## config.mk

```make
export PLATFORM = sky130hd
export DESIGN_NAME = mem_req_ctrl
export DESIGN_NICKNAME = d
export VERILOG_FILES = /design/src/rtl/mem_req_ctrl.sv
export SDC_FILE = /design/constraint.sdc
export NUM_CORES = 1
export LEC_CHECK = 0
export BUFFER_PORTS_ARGS = -buffer_cell sky130_fd_sc_hd__buf_2
export CAP_MARGIN = 40
export CORE_ASPECT_RATIO = 1.5
export CORE_UTILIZATION = 30
export CTS_CLUSTER_SIZE = 14
export DETAILED_ROUTE_END_ITERATION = 7
export GPL_ROUTABILITY_DRIVEN = 0
export GPL_TIMING_DRIVEN = 0
export SLEW_MARGIN = 20
export SYNTH_ARGS = -nofsm -noshare
export SYNTH_HDL_FRONTEND = slang
export SYNTH_SLANG_ARGS = --single-unit
```

## constraint.sdc

```tcl
create_clock -name clk -period 5.2 [get_ports clk]
set_clock_uncertainty 0.05 [all_clocks]
set_input_delay 1.04 -clock clk [delete_from_list [all_inputs] [get_ports clk]]
set_output_delay 1.04 -clock clk [all_outputs]
set_load 0.01 [all_outputs]
```

## src/rtl/mem_req_ctrl.sv

```systemverilog
// Initiator side of the shared memory port: word-wide loads with lane extraction and
// sign/zero extension, and read-modify-write for sub-word stores. Optional: MISALIGN_TRAP_EN.
module mem_req_ctrl #(
  parameter int ADDR_W = 32
) (
  input  logic              clk,
  input  logic              rst,
  input  logic              req,
  input  logic              we,
  input  logic [2:0]        funct3,
  input  logic [ADDR_W-1:0] addr,
  input  logic [31:0]       wdata,
  output logic              busy,
  output logic              done,
  output logic [31:0]       rdata,
  output logic              err,
  output logic [ADDR_W-1:0] mem_a,
  output logic [31:0]       mem_wd,
  output logic              mem_we,
  input  logic [31:0]       mem_rd
);

  typedef enum logic [1:0] {
    S_IDLE,
    S_ACCESS,
    S_WRITE,
    S_DONE
  } state_t;

  state_t            state_q, state_d;
  logic [ADDR_W-1:0] addr_q;
  logic [31:0]       wdata_q;
  logic [2:0]        funct3_q;
  logic              we_q;
  logic [31:0]       merge_q;
  logic [31:0]       rdata_q;

  logic              is_byte, is_half, is_word;
  logic              req_misaligned;
  logic [7:0]        byte_lane;
  logic [15:0]       half_lane;
  logic [31:0]       load_ext;
  logic [31:0]       merged;

  // funct3[1:0]: 00 byte, 01 half, anything else (incl. undefined codes) is a word.
  assign is_byte = (funct3_q[1:0] == 2'b00);
  assign is_half = (funct3_q[1:0] == 2'b01);
  assign is_word = funct3_q[1];

`ifdef MISALIGN_TRAP_EN
  logic err_q;

  assign req_misaligned = ((funct3[1:0] == 2'b01) && addr[0]) ||
                          (funct3[1] && (addr[1:0] != 2'b00));
  assign err = (state_q == S_DONE) && err_q;
`else
  assign req_misaligned = 1'b0;
  assign err            = 1'b0;
`endif

  assign busy  = (state_q != S_IDLE);
  assign done  = (state_q == S_DONE);
  assign rdata = rdata_q;
  assign mem_a = {addr_q[ADDR_W-1:2], 2'b00};

  always_comb begin
    byte_lane = mem_rd[{addr_q[1:0], 3'b000} +: 8];
    half_lane = mem_rd[{addr_q[1], 4'b0000} +: 16];
    load_ext  = mem_rd;
    if (is_byte) begin
      load_ext = funct3_q[2] ? {24'd0, byte_lane} : {{24{byte_lane[7]}}, byte_lane};
    end else if (is_half) begin
      load_ext = funct3_q[2] ? {16'd0, half_lane} : {{16{half_lane[15]}}, half_lane};
    end
  end

  always_comb begin
    merged = merge_q;
    if (is_byte) begin
      merged[{addr_q[1:0], 3'b000} +: 8] = wdata_q[7:0];
    end else if (is_half) begin
      merged[{addr_q[1], 4'b0000} +: 16] = wdata_q[15:0];
    end
  end

  always_comb begin
    state_d = state_q;
    mem_we  = 1'b0;
    mem_wd  = 32'd0;
    case (state_q)
      S_IDLE: begin
        if (req) begin
          state_d = req_misaligned ? S_DONE : S_ACCESS;
        end
      end
      S_ACCESS: begin
        if (we_q && !is_word) begin
          state_d = S_WRITE;
        end else begin
          state_d = S_DONE;
          if (we_q) begin
            mem_we = 1'b1;
            mem_wd = wdata_q;
          end
        end
      end
      S_WRITE: begin
        mem_we  = 1'b1;
        mem_wd  = merged;
        state_d = S_DONE;
      end
      S_DONE: begin
        state_d = S_IDLE;
      end
      default: begin
        state_d = S_IDLE;
      end
    endcase
  end

  always_ff @(posedge clk or negedge rst) begin
    if (!rst) begin
      state_q  <= S_IDLE;
      addr_q   <= '0;
      wdata_q  <= 32'd0;
      funct3_q <= 3'd0;
      we_q     <= 1'b0;
      merge_q  <= 32'd0;
      rdata_q  <= 32'd0;
`ifdef MISALIGN_TRAP_EN
      err_q    <= 1'b0;
`endif
    end else begin
      state_q <= state_d;
      if (state_q == S_IDLE && req) begin
        addr_q   <= addr;
        wdata_q  <= wdata;
        funct3_q <= funct3;
        we_q     <= we;
`ifdef MISALIGN_TRAP_EN
        err_q    <= req_misaligned;
`endif
      end
      if (state_q == S_ACCESS) begin
        if (we_q) begin
          merge_q <= mem_rd;
        end else begin
          rdata_q <= load_ext;
        end
      end
    end
  end

endmodule

```

==> results.json <==
{
  "relSlewSlack": 0.4619,
  "synth.top_cells.by_area": "dfrtp_1 47%, mux2_2 16%, a21oi_1 4.2%",
  "critPathMaxFanout": 10,
  "path_clk_slew_ns": 0.06,
  "synth_area_leader_cell": "dfrtp_1",
  "cts.repair.resized": 0,
  "numCtsBuffers": 17,
  "io_buffers": 199,
  "cts_tree": "yes",
  "first_global_vias": 5899,
  "cts_hold_buf": 0,
  "post_cts_buffers": 0,
  "synth_most_common_cell": "dfrtp_1",
  "place_inst": 1146,
  "layout.nets": 963,
  "report.final.slew_viol_count": 0,
  "placed_area_mm2": 0.008526,
  "grt_pass1_wl_um": 33810,
  "hp-class": "register to register",
  "netlist.area_leader.share": 0.4729,
  "fin_crit_ns": 4.277,
  "fin_area_mm2": 0.009120,
  "firstDrtPassIters": 5,
  "clock_sinks": 134,
  "root_buffer": "clkbuf_16",
  "async_reset_ff_frac": 1.000,
  "hold_ws_ns": 0.4355,
  "post-route-period-util": 0.8225,
  "overflow": 0,
  "timing_worst_setup_path_type": "register to output port",
  "cts_max_level": 4,
  "synth-main-ff-cell": "dfrtp_1",
  "route.detailed.wl_per_inst_um": 18.96,
  "cp_top_family": "buffers and inverters",
  "start_kind": "register",
  "cap_viol_max_count": 0,
  "ir_worst_vdd_uv": 320.7,
  "avgSynthCellArea_um2": 11.27,
  "drc_errors": 0,
  "cpPeakStageDelay_ns": 0.39,
  "hold_viol": 0,
  "cp_common_cell": "buf_2",
  "multi_input_area_mm2": 0.003154,
  "area.growth.synth_to_final_pct": 28.62,
  "initial_core_util": 0.3064,
  "worst_pin_slew_ns": 0.8071,
  "drtIter0Drc": 283,
  "fp-row-count": 68,
  "syn-cell-area_mm2": 0.007091,
  "yosysSeqAreaShare": 0.4729,
  "end_kind": "output port",
  "synth_cell_types": 49,
  "regArea_mm2": 0.003353,
  "fin_cells": 1179,
  "fmax_mhz": 233.8,
  "rsz0062_at_grt": "false",
  "finalWirelength_um": 22360,
  "worst_path_max_delay_cell": "dfrtp_1",
  "status": "finished, final reports clean",
  "antenna_found_initial": 2,
  "ios": 203,
  "grtUsageTotal": 0.1886,
  "cp.buffers_inverters": 5,
  "yosys-top-cells-count": "134 x dfrtp_1, 102 x mux2_2, 59 x a21oi_1",
  "die_area_mm2": 0.02427,
  "ant_nets": 0,
  "die_h_um": 190.3,
  "fill_cells": 2378,
  "clk_latency_ns": 0.42,
  "ys_ff_latch": 134,
  "crit_arrival_ns": 3.19,
  "dpl.hpwl_um": 17340,
  "tns_ns": 0,
  "path_cells": "buf_6 > buf_4 > buf_2 > inv_1 > ha_1 > nor4b_1 > o211a_1 > o21a_1 > a22o_1 > buf_2",
  "viasPerCell": 4.941,
  "grt_max_degree": 74,
  "crit_required_ns": 4.11,
  "synth_edf_count": 0,
  "yosys_warnings": 0,
  "core-area_mm2": 0.02314,
  "dr_total_vias": 5825,
  "clockBufferDepth": 2,
  "power_density_mw_per_mm2": 687.3,
  "syn_inst": 629,
  "chipWidth_um": 127.5,
  "drive_gt1_frac": 0.4658,
  "total_leakage_power_nw": 4.336,
  "setup_viol": 0
}
registers in the layout, summed over array words and instances, names as in the netlist:
register / cells
addr_q: 32
funct3_q: 3
merge_q: 32
rdata: 32
state_q: 2
wdata_q: 32
we_q: 1
path summary, 6_finish.rpt:
check | cells past startpoint | startpoint | slack [ns] | end
min | 1 | rdata[4]$_DFFE_PN0P_ | 0.44 | rdata[4]$_DFFE_PN0P_
max in group asynchronous | 2 | rst | 3.85 | rdata[4]$_DFFE_PN0P_
min in group asynchronous | 1 | rst | 0.49 | addr_q[16]$_DFFE_PN0P_
max reg2reg | 6 | state_q[1]$_DFFE_PN0P_ | 3.13 | wdata_q[7]$_DFFE_PN0P_
min reg2reg | 1 | rdata[4]$_DFFE_PN0P_ | 0.44 | rdata[4]$_DFFE_PN0P_
max | 10 | addr_q[1]$_DFFE_PN0P_ | 0.92 | mem_wd[1]
stage by stage:
step           worst slack, ns  power, mW  utilization
2_1_floorplan            1.962      4.013            -
3_3_place_gp             1.101      4.994       0.3668
3_5_place_dp             1.351      5.055       0.3684
4_1_cts                 0.8912      6.309       0.3940
5_1_grt                 0.7393      6.673       0.3941
6_report                0.9230      6.268       0.3941
power breakdown:
part | total [mW] | internal, mW | switching, mW
clock | 1.22 | 0.688 | 0.532
sequential | 2.03 | 1.59 | 0.442
combinational | 3.02 | 1.47 | 1.54
total | 6.27 | 3.75 | 2.52
logic make-up after synthesis:
family / count (synthesis) / synth area share
compound gates: 169 / 0.1678
flops: 134 / 0.4729
mux: 119 / 0.2019
buf+inv: 108 / 0.08329
simple gates: 88 / 0.05594
fa+ha+maj: 10 / 0.01765
other cells: 1 / 0.0005289
final cells by class:
type	count	share of cell area
Antenna cell	1	0.0002744
Buffer	77	0.05200
Clock buffer	17	0.04665
Clock inverter	15	0.01825
Inverter	31	0.01276
Multi-Input combinational cell	389	0.3459
Sequential cell	134	0.3677
Tap cell	315	0.04322
Timing Repair Buffer	200	0.1133
layout by cell type, fill, tap and decap left out, types with 2 or more instances in the layout:
cell,netlist,routed
ha_1,10,10
and4b_1,2,2
o211ai_1,7,7
nand2_1,47,47
a221oi_1,16,16
and3_1,2,2
o21ai_0,6,6
inv_1,31,31
a21oi_1,59,59
clkbuf_2,2,2
dfrtp_1,134,134
clkbuf_16,0,17
mux4_2,9,9
o22a_1,8,8
a32o_1,2,2
a22oi_1,5,5
buf_1,7,7
nor2_1,24,24
mux2i_1,8,8
clkbuf_1,15,15
conb_1,1,3
mux2_2,102,102
a22o_1,25,25
o21a_1,9,9
and2_1,2,2
nor4bb_1,2,2
o32ai_1,5,5
inv_8,0,6
nor3_1,2,2
buf_4,34,34
buf_2,14,212
buf_6,5,5
inv_6,0,7
o22ai_1,15,15
a221o_1,2,2
per-layer routing:
layer / track usage / routed length, µm / up-vias
met5: 0 / 10 / -
met4: 0.1058 / 951 / 2
met3: 0.03620 / 933 / 53
met2: 0.3377 / 11730 / 190
met1: 0.2073 / 8730 / 2880
li1: - / - / 2700
worst register-to-register path: stages (launching register included):
cell and delay, ns:
dfrtp_1 0.41, inv_1 0.10, ha_1 0.20, nand2_1 0.19, buf_2 0.30, buf_2 0.33, mux2_2 0.38
No activity file was read; power rests on OpenSTA's default activity.
